<file path="src/rtl/flash_playback_pkg.sv">
// flash_playback_pkg: shared state encoding and constants for flash audio playback.
// No ports; imported by flash_word_reader and flash_playback_controller.
package flash_playback_pkg;
    typedef enum logic [2:0] {IDLE, REQ, WAIT_DATA, SAMPLE0, SAMPLE1, ADVANCE} state_t;
    localparam logic FORWARD = 1'b0;
    localparam logic BACKWARD = 1'b1;
    localparam logic [22:0] DEFAULT_START_ADDR = 23'h000000;
    localparam logic [22:0] DEFAULT_END_ADDR = 23'h07FFFF;
    localparam logic [3:0] BYTEENABLE_ALL = 4'b1111;
endpackage

</file>
<file path="src/rtl/flash_word_reader.sv">
// flash_word_reader: issues one 32-bit flash read and returns the word with a done pulse.
// Ports: clk_in/reset (async active-low); start + addr begin a read when idle;
// read/address/waitrequest/readdatavalid/readdata form the flash handshake;
// accept flags the cycle the request is taken; word holds the data, done pulses once per word.
module flash_word_reader
    import flash_playback_pkg::*;
#(
    parameter int ADDR_W = 23,
    parameter logic [ADDR_W-1:0] RESET_ADDR = DEFAULT_START_ADDR
) (
    input  logic              clk_in,
    input  logic              reset,
    input  logic              start,
    input  logic [ADDR_W-1:0] addr,
    input  logic              waitrequest,
    input  logic              readdatavalid,
    input  logic [31:0]       readdata,
    output logic              read,
    output logic [ADDR_W-1:0] address,
    output logic              accept,
    output logic [31:0]       word,
    output logic              done
);
    logic waiting;
    assign accept = read && !waitrequest;
    always_ff @(posedge clk_in or negedge reset) begin
        if (!reset) begin
            read <= 1'b0;
            waiting <= 1'b0;
            address <= RESET_ADDR;
            word <= '0;
            done <= 1'b0;
        end else begin
            done <= 1'b0;
            if (start && !read && !waiting) begin
                read <= 1'b1;
                address <= addr;
            end else if (accept) begin
                read <= 1'b0;
                waiting <= 1'b1;
            end else if (waiting && readdatavalid) begin
                waiting <= 1'b0;
                word <= readdata;
                done <= 1'b1;
            end
        end
    end
endmodule

</file>
<file path="src/rtl/flash_playback_controller.sv">
// flash_playback_controller: plays 16-bit samples from flash words, forward or backward, with wrap.
// Ports: clk_in/reset (async active-low); play_enable, direction, restart from the keyboard;
// sample_tick at audio rate; flash_mem_* read port; audio_data/audio_valid sample output;
// vol_shift (arithmetic attenuation) exists only when VOLUME_SCALE_EN is defined.
module flash_playback_controller
    import flash_playback_pkg::*;
#(
    parameter int ADDR_W = 23,
    parameter logic [ADDR_W-1:0] START_ADDR = DEFAULT_START_ADDR,
    parameter logic [ADDR_W-1:0] END_ADDR = DEFAULT_END_ADDR
) (
    input  logic              clk_in,
    input  logic              reset,
    input  logic              play_enable,
    input  logic              direction,
    input  logic              restart,
    input  logic              sample_tick,
`ifdef VOLUME_SCALE_EN
    input  logic [2:0]        vol_shift,
`endif
    output logic              flash_mem_read,
    output logic [ADDR_W-1:0] flash_mem_address,
    output logic [3:0]        flash_mem_byteenable,
    input  logic              flash_mem_waitrequest,
    input  logic              flash_mem_readdatavalid,
    input  logic [31:0]       flash_mem_readdata,
    output logic [15:0]       audio_data,
    output logic              audio_valid
);
    state_t state;
    logic [ADDR_W-1:0] address, home, next_addr;
    logic order, pending, accept, done;
    logic [31:0] word;
    logic [15:0] sel, scaled;
    assign flash_mem_byteenable = BYTEENABLE_ALL;
    assign home = (direction == BACKWARD) ? END_ADDR : START_ADDR;
    assign next_addr = (direction == BACKWARD)
        ? ((address == START_ADDR) ? END_ADDR : address - ADDR_W'(1))
        : ((address == END_ADDR) ? START_ADDR : address + ADDR_W'(1));
    // order is the direction latched for this word, so a backward word plays its upper half first
    assign sel = ((state == SAMPLE1) ^ order) ? word[31:16] : word[15:0];
`ifdef VOLUME_SCALE_EN
    assign scaled = $signed(sel) >>> vol_shift;
`else
    assign scaled = sel;
`endif
    flash_word_reader #(.ADDR_W(ADDR_W), .RESET_ADDR(START_ADDR)) u_reader (
        .clk_in(clk_in),
        .reset(reset),
        .start(state == REQ),
        .addr(address),
        .waitrequest(flash_mem_waitrequest),
        .readdatavalid(flash_mem_readdatavalid),
        .readdata(flash_mem_readdata),
        .read(flash_mem_read),
        .address(flash_mem_address),
        .accept(accept),
        .word(word),
        .done(done)
    );
    always_ff @(posedge clk_in or negedge reset) begin
        if (!reset) begin
            state <= IDLE;
            address <= START_ADDR;
            order <= FORWARD;
            pending <= 1'b0;
            audio_data <= '0;
            audio_valid <= 1'b0;
        end else begin
            audio_valid <= 1'b0;
            case (state)
                IDLE: state <= REQ;
                REQ: begin
                    pending <= pending | restart;
                    if (accept) state <= WAIT_DATA;
                end
                WAIT_DATA: begin
                    if (!done) pending <= pending | restart;
                    else if (pending || restart) begin
                        address <= home;
                        pending <= 1'b0;
                        state <= REQ;
                    end else begin
                        order <= direction;
                        state <= SAMPLE0;
                    end
                end
                SAMPLE0, SAMPLE1: begin
                    if (restart) begin
                        address <= home;
                        state <= REQ;
                    end else if (sample_tick && play_enable) begin
                        audio_data <= scaled;
                        audio_valid <= 1'b1;
                        state <= (state == SAMPLE0) ? SAMPLE1 : ADVANCE;
                    end
                end
                ADVANCE: begin
                    address <= restart ? home : next_addr;
                    state <= REQ;
                end
                default: state <= IDLE;
            endcase
        end
    end
endmodule

</file>
<file path="config.mk">
export PLATFORM = sky130hd
export DESIGN_NAME = flash_playback_controller
export DESIGN_NICKNAME = d
export VERILOG_FILES = /design/src/rtl/flash_playback_pkg.sv /design/src/rtl/flash_word_reader.sv /design/src/rtl/flash_playback_controller.sv
export SDC_FILE = /design/constraint.sdc
export NUM_CORES = 1
export LEC_CHECK = 0
export ABC_CLOCK_PERIOD_IN_PS = 3600
export BUFFER_PORTS_ARGS = -buffer_cell sky130_fd_sc_hd__buf_2
export CAP_MARGIN = 20
export CORE_ASPECT_RATIO = 0.6
export CORE_MARGIN = 5
export CORE_UTILIZATION = 35
export CTS_CLUSTER_DIAMETER = 200
export DETAILED_ROUTE_END_ITERATION = 10
export HOLD_SLACK_MARGIN = 0.15
export MAX_ROUTING_LAYER = met4
export SKIP_CTS_REPAIR_TIMING = 1
export SLEW_MARGIN = 30
export SYNTH_ARGS = -nofsm -noshare
export SYNTH_HDL_FRONTEND = slang
export SYNTH_HIERARCHICAL = 1
export SYNTH_SLANG_ARGS = --single-unit
</file>
<file path="constraint.sdc">
create_clock -name clk_in -period 3.6 [get_ports clk_in]
set_input_delay 0.18 -clock clk_in [delete_from_list [all_inputs] [get_ports clk_in]]
set_output_delay 0.18 -clock clk_in [all_outputs]
set_load 0.005 [all_outputs]
</file>
# ---- After elaboration in Yosys (flattened, before gate mapping)
# Index checks and enable logic that the tools add are counted.
dict set report totals {
  inputBits 40
  n_memories 0
  ramBits 0
  word_cells 85
  output_inout_bits 45
  register_bits 103
  latchBits 0
  romBits 0
}
dict set report op_classes {
  div 0
  bitwise_logic 6
  shifts 0
  n_eq_ne 12
  reduce_logical 24
  add_sub_neg 2
  mux 30
  n_mul 0
  n_lt_le_gt_ge 0
}
# operator count
set op_table {}
lappend op_table {{$mux W23} 7}
lappend op_table {{$pmux W23 S3} 1}
lappend op_table {{$add A23 B1 Y23 const B} 1}
lappend op_table {{$eq A23 B19 Y1 const B} 1}
lappend op_table {{$logic_not A23 Y1} 1}
lappend op_table {{$sub A23 B1 Y23 const B} 1}
lappend op_table {{$mux W19} 1}
lappend op_table {{$mux W16} 1}
lappend op_table {{$mux W1} 13}
lappend op_table {{$mux W3} 4}
lappend op_table {{$pmux W3 S4} 1}
lappend op_table {{$reduce_and A3 Y1} 4}
lappend op_table {{$eq A3 B2 Y1 const B} 2}
lappend op_table {{$eq A3 B3 Y1 const B} 2}
lappend op_table {{$ne A2 B2 Y1 const B} 3}
lappend op_table {{$ne A3 B3 Y1 const B} 2}
lappend op_table {{$reduce_bool A2 Y1} 3}
lappend op_table {{$logic_and A1 B1 Y1} 5}
lappend op_table {{$not A1 Y1} 4}
lappend op_table {{$reduce_and A2 Y1} 2}
lappend op_table {{$reduce_and A4 Y1} 1}
lappend op_table {{$reduce_or A2 Y1} 2}
lappend op_table {{$eq A3 B1 Y1 const B} 1}
lappend op_table {{$logic_not A1 Y1} 3}
lappend op_table {{other kinds (8)} 8}

# ---- Logic depth before layout (Yosys ltp)
# Gate-level depths: netlist of the first run.
dict set report logic_depth {
  word_depth 5
  ltp_mapped 8
  depth_no_buf 7
}

# ---- Hierarchy
# Netlist of the first run, hierarchy kept.
# mod area_per_inst_um2 n_inst seq_area_each_um2 cells_each
set modules_own_cells {}
lappend modules_own_cells {flash_playback_controller 3632.2 1 1126.1 425}
lappend modules_own_cells {flash_word_reader 2312.2 1 1451.4 126}

# ---- Worst setup path before layout of the first run
# Ideal clock, no wire load.
dict set report synth_timing {
  path_type {reg-to-reg}
  start {register, netlist name address[1]}
  end {register, netlist name address[18]}
  n_path_buf 0
  stages_incl_launch_ff 7
  synth_period_minus_slack_ns 2.128
  t_required_ns 3.533
  setup_slack_ns 1.472
  arrival_ns 2.061
  setup_ns 0.067
  cell_sequence {dfrtp_1 ha_1 nand4_4 or4_4 or4_4 nand4_1 o221a_1}
}

==> summary.md, run 1 <==
| Metric | Value |
|---|---|
| Max Clock Skew | `approximately 0.0095 ns` |
| Post-synth cell types | `76` |
| CP Launch Type | `flop` |
| DRT antenna net count | `0` |
| Wl on met1 | `roughly 7800 um` |
| Die area | `between 15000 and 20000 um^2` |
| Gr ovfl total | `0` |
| Pint | `between 3 and 4 mW` |
| Register clock-pin slew on the reported worst setup and hold paths | `roughly 0.080 ns` |
| Clk pwr share | `0.183` |
| RSZ-0062 raised after global routing | `false` |
| Gpl congestion | `just over 0.9` |
| Post-synth EDFFs | `0` |
| Met2 wire length | `about 6900 um` |
| Post-synthesis cell count | `551` |
| Top-area cell type share of the netlist area | `0.434` |
| Comb pwr share | `0.383` |
| Min Clock Period, post-route | `between 2 and 3 ns` |
| Share of synthesized registers carrying an async set or reset | `1.00` |
| Die height | `about 110 um` |
| Critical path class | `flop to flop` |
| 1st-iter DRT viols | `405` |
| Global Route Usage Sum | `0.165` |
| Largest net degree at the start of global routing | `46` |
| Sequential Power Share | `0.434` |
| Sequential-to-total area share from yosys stat | `0.434` |
| Rel. slew slack | `0.513` |
| CTS H-tree depth | `3` |
| NumNets Final | `about 690` |
| Slew of the pin with the lowest slew margin | `between 0.7 and 0.8 ns` |
| Top post-synthesis cells by area | `dfrtp_1 (43%), mux2_4 (7.3%), mux2_2 (5.1%)` |
| Switch Pwr | `~2.1 mW` |
| Core Footprint | `about 16000 um^2` |
| Final setup fails | `0` |
| Number of max-cap violations | `0` |
| Clock sink total | `~100` |
| Detailed placer's ending HPWL | `about 11000 um` |
| DR pass1 iterations | `4` |
| Leakage | `between 3 and 4 nW` |
| Residual DRC | `0` |
| Mapped Avg Cell Area | `between 10 and 15 um^2` |
| Area grow syn2layout | `18.1%` |
| Final hold vios | `0` |
| Clock buffer depth | `2` |
| Core Util, Final | `0.427` |
| Yosys warns | `6` |
| Worst hold path class | `input pin to flop` |
| Main synth FF type | `dfrtp_1` |
| Row cnt | `36` |
| Most frequent cells in the layout | `dfrtp_1 (103), buf_2 (79), a21oi_1 (40)` |
| Initial antenna violation count | `0` |
| Flop and latch count out of synthesis | `103` |
| Post-Route WL | `~16000 um` |
| Max IR drop VDD | `between 0.3 and 0.4 mV` |
| Antenna diodes | `0` |
| CP required | `between 3 and 4 ns` |
| Share of layout cells above drive strength 1 | `0.297` |
| # fillers | `1568` |
| Met3 routed WL | `approximately 1200 um` |
| WP data arrival | `approximately 2.9 ns` |
| Final TNS setup | `0 ns` |
| IO Count | `between 80 and 90` |
| Status | `finished clean` |
| Vias in the first global route | `4587` |
| Clock Latency Late Sink | `~0.35 ns` |
| CTS tree | `yes` |
| First-pass GRT wire length | `roughly 25000 um` |
| Detailed-route via count | `approximately 4700` |
| Die W | `178 um` |
| Synth Cell Area | `just under 6000 um^2` |
| Avg Vias per Cell | `~5.4` |
| Initial core utilization | `0.362` |
| Input/output buffers | `80` |
| PwrDens | `759 nW/um^2` |
| Commonest non-fill, non-tap cell in the layout | `dfrtp_1` |
| DR top layer | `met4` |
| Pins Over Slew Limit | `0` |
| Root Driver | `clkbuf_16` |
| Sw Ratio | `0.396` |
| Cts bufs inserted | `9` |
| Setup crit end kind | `flop` |
| WL/cell | `around 18 um` |
| Peak Freq | `~0.38 GHz` |
| Crit share post-route | `0.739` |
| Crit-path max FO | `27` |
| Cell taking the most area after synthesis | `dfrtp_1` |
## worst max-delay path, stage by stage (launching register included)
cell	delay, ns
dfrtp_1	0.52
ha_1	0.38
nand4_4	0.20
nor4_4	0.51
a21oi_2	0.11
buf_4	0.25
a2111oi_0	0.45
a211oi_1	0.11
## worst paths after layout
kind                                startpoint             endpoint  slack [ns]  cells after the start
setup / recovery                    address[1]           address[6]        0.94                      7
hold / removal                         restart              pending        0.28                      4
setup reg to reg                    address[1]           address[6]        0.94                      7
hold reg to reg            u_reader/address[8]  u_reader/address[8]        0.50                      1
max in group asynchronous                reset        u_reader/done        2.31                      3
min in group asynchronous                reset  u_reader/address[0]        0.32                      2
## layout make-up
| cell class | count | area, um^2 | area share |
|---|---|---|---|
| inverter | 21 | 78.8 | 0.0112 |
| multi-input combinational | 383 | 2970 | 0.423 |
| tap | 228 | 285 | 0.0406 |
| clock inverter | 7 | 63.8 | 0.00909 |
| clock buffer | 9 | 225 | 0.0321 |
| sequential | 103 | 2580 | 0.367 |
| timing repair buffer | 124 | 821 | 0.117 |
## stage by stage
step	cell area (um^2)	power [mW]	std cells	hold slack (ns)	setup WS (ns)
2_1_floorplan	5960	3.77	554	-0.116	1.47
4_1_cts	6670	5.35	840	-0.206	0.968
3_3_place_gp	6380	4.26	824	0.167	1.06
6_report	7020	5.33	875	0.277	0.938
3_5_place_dp	6380	4.34	824	0.179	0.996
5_1_grt	7020	5.70	875	0.282	0.719
## state kept, by name, indices dropped and copies added, names as in the netlist
name and flops:
u_reader/word 32, state 3, u_reader/waiting 1, audio_valid 1, u_reader/done 1, u_reader/read 1, u_reader/address 23, audio_data 16
pending 1, address 23, order 1
## cells by family (layout without fill, tap and decap cells)
logic type | Yosys count | after routing | synth area share
AO/OA/AOI/OAI | 128 | 128 | 0.148
XOR/XNOR | 10 | 10 | 0.0147
adder cells (fa/ha/maj) | 3 | 3 | 0.00632
buffers and inverters | 68 | 161 | 0.0722
flip-flops | 103 | 103 | 0.434
multiplexers | 74 | 74 | 0.155
other | 1 | 4 | 0.000631
AND/OR/NAND/NOR | 164 | 164 | 0.170
## synthesized netlist by cell type, types with 4 or more instances
cell       number
dfrtp_1       103
a21oi_1        40
nor2_1         38
mux2_4         29
mux2_2         27
nand2_1        22
inv_1          20
clkbuf_1       18
mux2i_1        18
nor3_1         16
buf_4          15
o21ai_0        15
nand3_1        14
nor4_1         12
a2111oi_0      10
a211oi_1       10
nand4_1         9
buf_6           6
o211ai_1        6
or3_1           6
nor3b_1         5
xnor2_1         5
xor2_1          5
a221oi_1        4
buf_12          4
nand2b_1        4
nand3b_1        4
o22ai_1         4
o31ai_1         4
or4_1           4
## layer usage
metal  track usage  up-vias
li1              -     2231
met1         0.245     2320
met2         0.225      177
met3        0.0361       20
met4        0.0434        0
met5             -        -
## power groups by stage
| stage | Sequential, mW | Clock [mW] | Combinational, mW |
|---|---|---|---|
| after global placement | 2.29 | 0 | 1.97 |
| after CTS | 2.31 | 1.02 | 2.02 |
| final | 2.32 | 0.975 | 2.04 |
| after global routing | 2.41 | 1.06 | 2.23 |
| after floorplan | 2.02 | 0 | 1.75 |
| after detailed placement | 2.33 | 0 | 2.01 |
Note: power is estimated with default switching activity, not from simulation.
==> run 2: changes to the inputs <==
--- a/config.mk
+++ b/config.mk
@@ -5,7 +5,7 @@
 export SDC_FILE = /design/constraint.sdc
 export NUM_CORES = 1
 export LEC_CHECK = 0
-export ABC_CLOCK_PERIOD_IN_PS = 3600
+export ABC_CLOCK_PERIOD_IN_PS = 2190
 export BUFFER_PORTS_ARGS = -buffer_cell sky130_fd_sc_hd__buf_2
 export CAP_MARGIN = 20
 export CORE_ASPECT_RATIO = 0.6
==> constraint.sdc (replaced) <==
create_clock -name clk_in -period 2.19 [get_ports clk_in]
set_input_delay 0.1095 -clock clk_in [delete_from_list [all_inputs] [get_ports clk_in]]
set_output_delay 0.1095 -clock clk_in [all_outputs]
set_load 0.005 [all_outputs]
==> run 2 against run 1 <==
Register-to-register slack got worse by 0.88 ns. Clock skew about the same. Critical path depth is the same. Die area stayed put. Maximum frequency rose by 25%. Sequential cell count is the same. Combinational power grew 120%. Critical path type unchanged. Highest routed layer unchanged.
==> summary.md, run 2 (synthesis results as in run 1) <==
| Metric | Value |
|---|---|
| Global Route Usage Sum | `0.180` |
| Largest regs | `u_reader/word: 32 flops, address: 23 flops, u_reader/address: 23 flops` |
| Critical path class | `flop to flop` |
| Avg Vias per Cell | `approximately 5.4` |
| Leakage | `between 3 and 4 nW` |
| RSZ-0062 raised after global routing | `true` |
| Post-Route WL | `17800 um` |
| Root Driver | `clkbuf_16` |
| Placed cell count | `894` |
| Register clock-pin slew on the reported worst setup and hold paths | `roughly 0.080 ns` |
| Fin cells | `~950` |
| Most frequent cells in the layout | `dfrtp_1 (97), buf_2 (79), buf_4 (79)` |
| Slowest CP cell | `or4_1` |
| Die W | `between 150 and 200 um` |
| Max IR drop VDD | `approximately 0.46 mV` |
| DP Area | `around 7000 um^2` |
| Max Clock Skew | `roughly 0.0093 ns` |
| Initial core utilization | `0.362` |
| Row cnt | `36` |
| Vias in the first global route | `approximately 5000` |
| DRT antenna net count | `0` |
| Worst path cell trace | `ha_2 > nand4_4 > buf_4 > or4_1 > or3_1 > a21oi_2 > a211o_1` |
| Pins Over Slew Limit | `0` |
| WL/cell | `18.7 um` |
| Core Footprint | `16400 um^2` |
| Peak Freq | `approximately 0.47 GHz` |
| Clock buffer depth | `2` |
| PwrDens | `between 1000 and 1500 nW/um^2` |
| CP peak stage delay | `0.52 ns` |
| CTS tree | `yes` |
| CTS H-tree depth | `3` |
| Crit share post-route | `0.972` |
| Cell area after layout | `7700 um^2` |
| NumNets Final | `759` |
| Final setup fails | `0` |
| CP required | `~2.5 ns` |
| Clock Latency Late Sink | `between 0.3 and 0.4 ns` |
| Number of max-cap violations | `0` |
| Cts bufs inserted | `9` |
| Residual DRC | `0` |
| Crit-path max FO | `4` |
| Final setup margin | `about 0.06 ns` |
| Worst hold path class | `input pin to asynchronous set/reset pin` |
| Status | `finished clean` |
| CP Launch Type | `flop` |
| Clock sink total | `~100` |
| Core Util, Final | `0.469` |
| Largest net degree at the start of global routing | `79` |
| Gr ovfl total | `0` |
| Final TNS setup | `0 ns` |
| 1st-iter DRT viols | `approximately 410` |
| Area grow syn2layout | `29.6%` |
| WP data arrival | `2.42 ns` |
| Reg with most FFs | `u_reader/word` |
| Die height | `approximately 110 um` |
| # fillers | `1521` |
| Storage cell area | `2580 um^2` |
| Setup crit end kind | `flop` |
| Area occupied by multi-input gates | `between 3000 and 4000 um^2` |
| Commonest non-fill, non-tap cell in the layout | `dfrtp_1` |
| Final hold vios | `0` |
| Detailed placer's ending HPWL | `about 13000 um` |
| First-pass GRT wire length | `~28000 um` |
| Share of layout cells above drive strength 1 | `0.395` |
| Place WS | `0.0413 ns` |
| IO Count | `85` |
| Initial antenna violation count | `0` |
| Die area | `19800 um^2` |
| Antenna diodes | `0` |
| Min Clock Period, post-route | `approximately 2.1 ns` |
| Gpl congestion | `1.00` |
| Max FFs per register | `32` |
| Input/output buffers | `80` |
| Detailed-route via count | `5132` |
| DR pass1 iterations | `5` |
[run 2: layout make-up]
cell class	count	area share
clock inverter	7	0.00731
inverter	21	0.0102
clock buffer	9	0.0292
timing repair buffer	198	0.187
multi-input combinational	383	0.394
sequential	103	0.335
tap	228	0.0370
[run 2: metal layers]
metal | routed length, um | vias to the layer above | track usage
li1 | - | 2374 | -
met1 | 8770 | 2537 | 0.271
met2 | 7550 | 195 | 0.243
met3 | 1150 | 26 | 0.0406
met4 | 305 | 0 | 0.0465
met5 | 0 | - | -
[run 2: path summary, 6_finish.rpt]
| check | from | to | slack [ns] | depth (start not counted) |
|---|---|---|---|---|
| max in group asynchronous | reset | state[0] | 1.22 | 3 |
| worst max register to register | address[1] | address[20] | 0.06 | 7 |
| min in group clk_in | restart | pending | 0.25 | 4 |
| worst min-delay path | reset | u_reader/address[1] | 0.20 | 2 |
| worst max-delay path | address[1] | address[20] | 0.06 | 7 |
| worst min register to register | u_reader/address[10] | u_reader/address[10] | 0.50 | 1 |
[run 2: stage by stage]
stage	hold WS (ns)	total power [mW]
final	0.202	9.55
after global routing	0.239	10.2
after CTS	-0.334	9.40
after detailed placement	0.0493	7.78
after global placement	0.0417	7.62
after floorplan	-0.186	6.20
[run 2: report_power, final]
part | switching, mW | total [mW] | internal, mW
sequential | 0.762 | 3.54 | 2.78
combinational | 2.14 | 4.43 | 2.29
clock | 0.794 | 1.58 | 0.785
total | 3.69 | 9.55 | 5.86
[run 2: critical path: cells and delay by family (launching register included)]
kind / cells / cell delay (ns)
buf+inv: 1 / 0.19
simple gates: 3 / 1.01
flops: 1 / 0.41
compound gates: 2 / 0.24
fa+ha+maj: 1 / 0.24
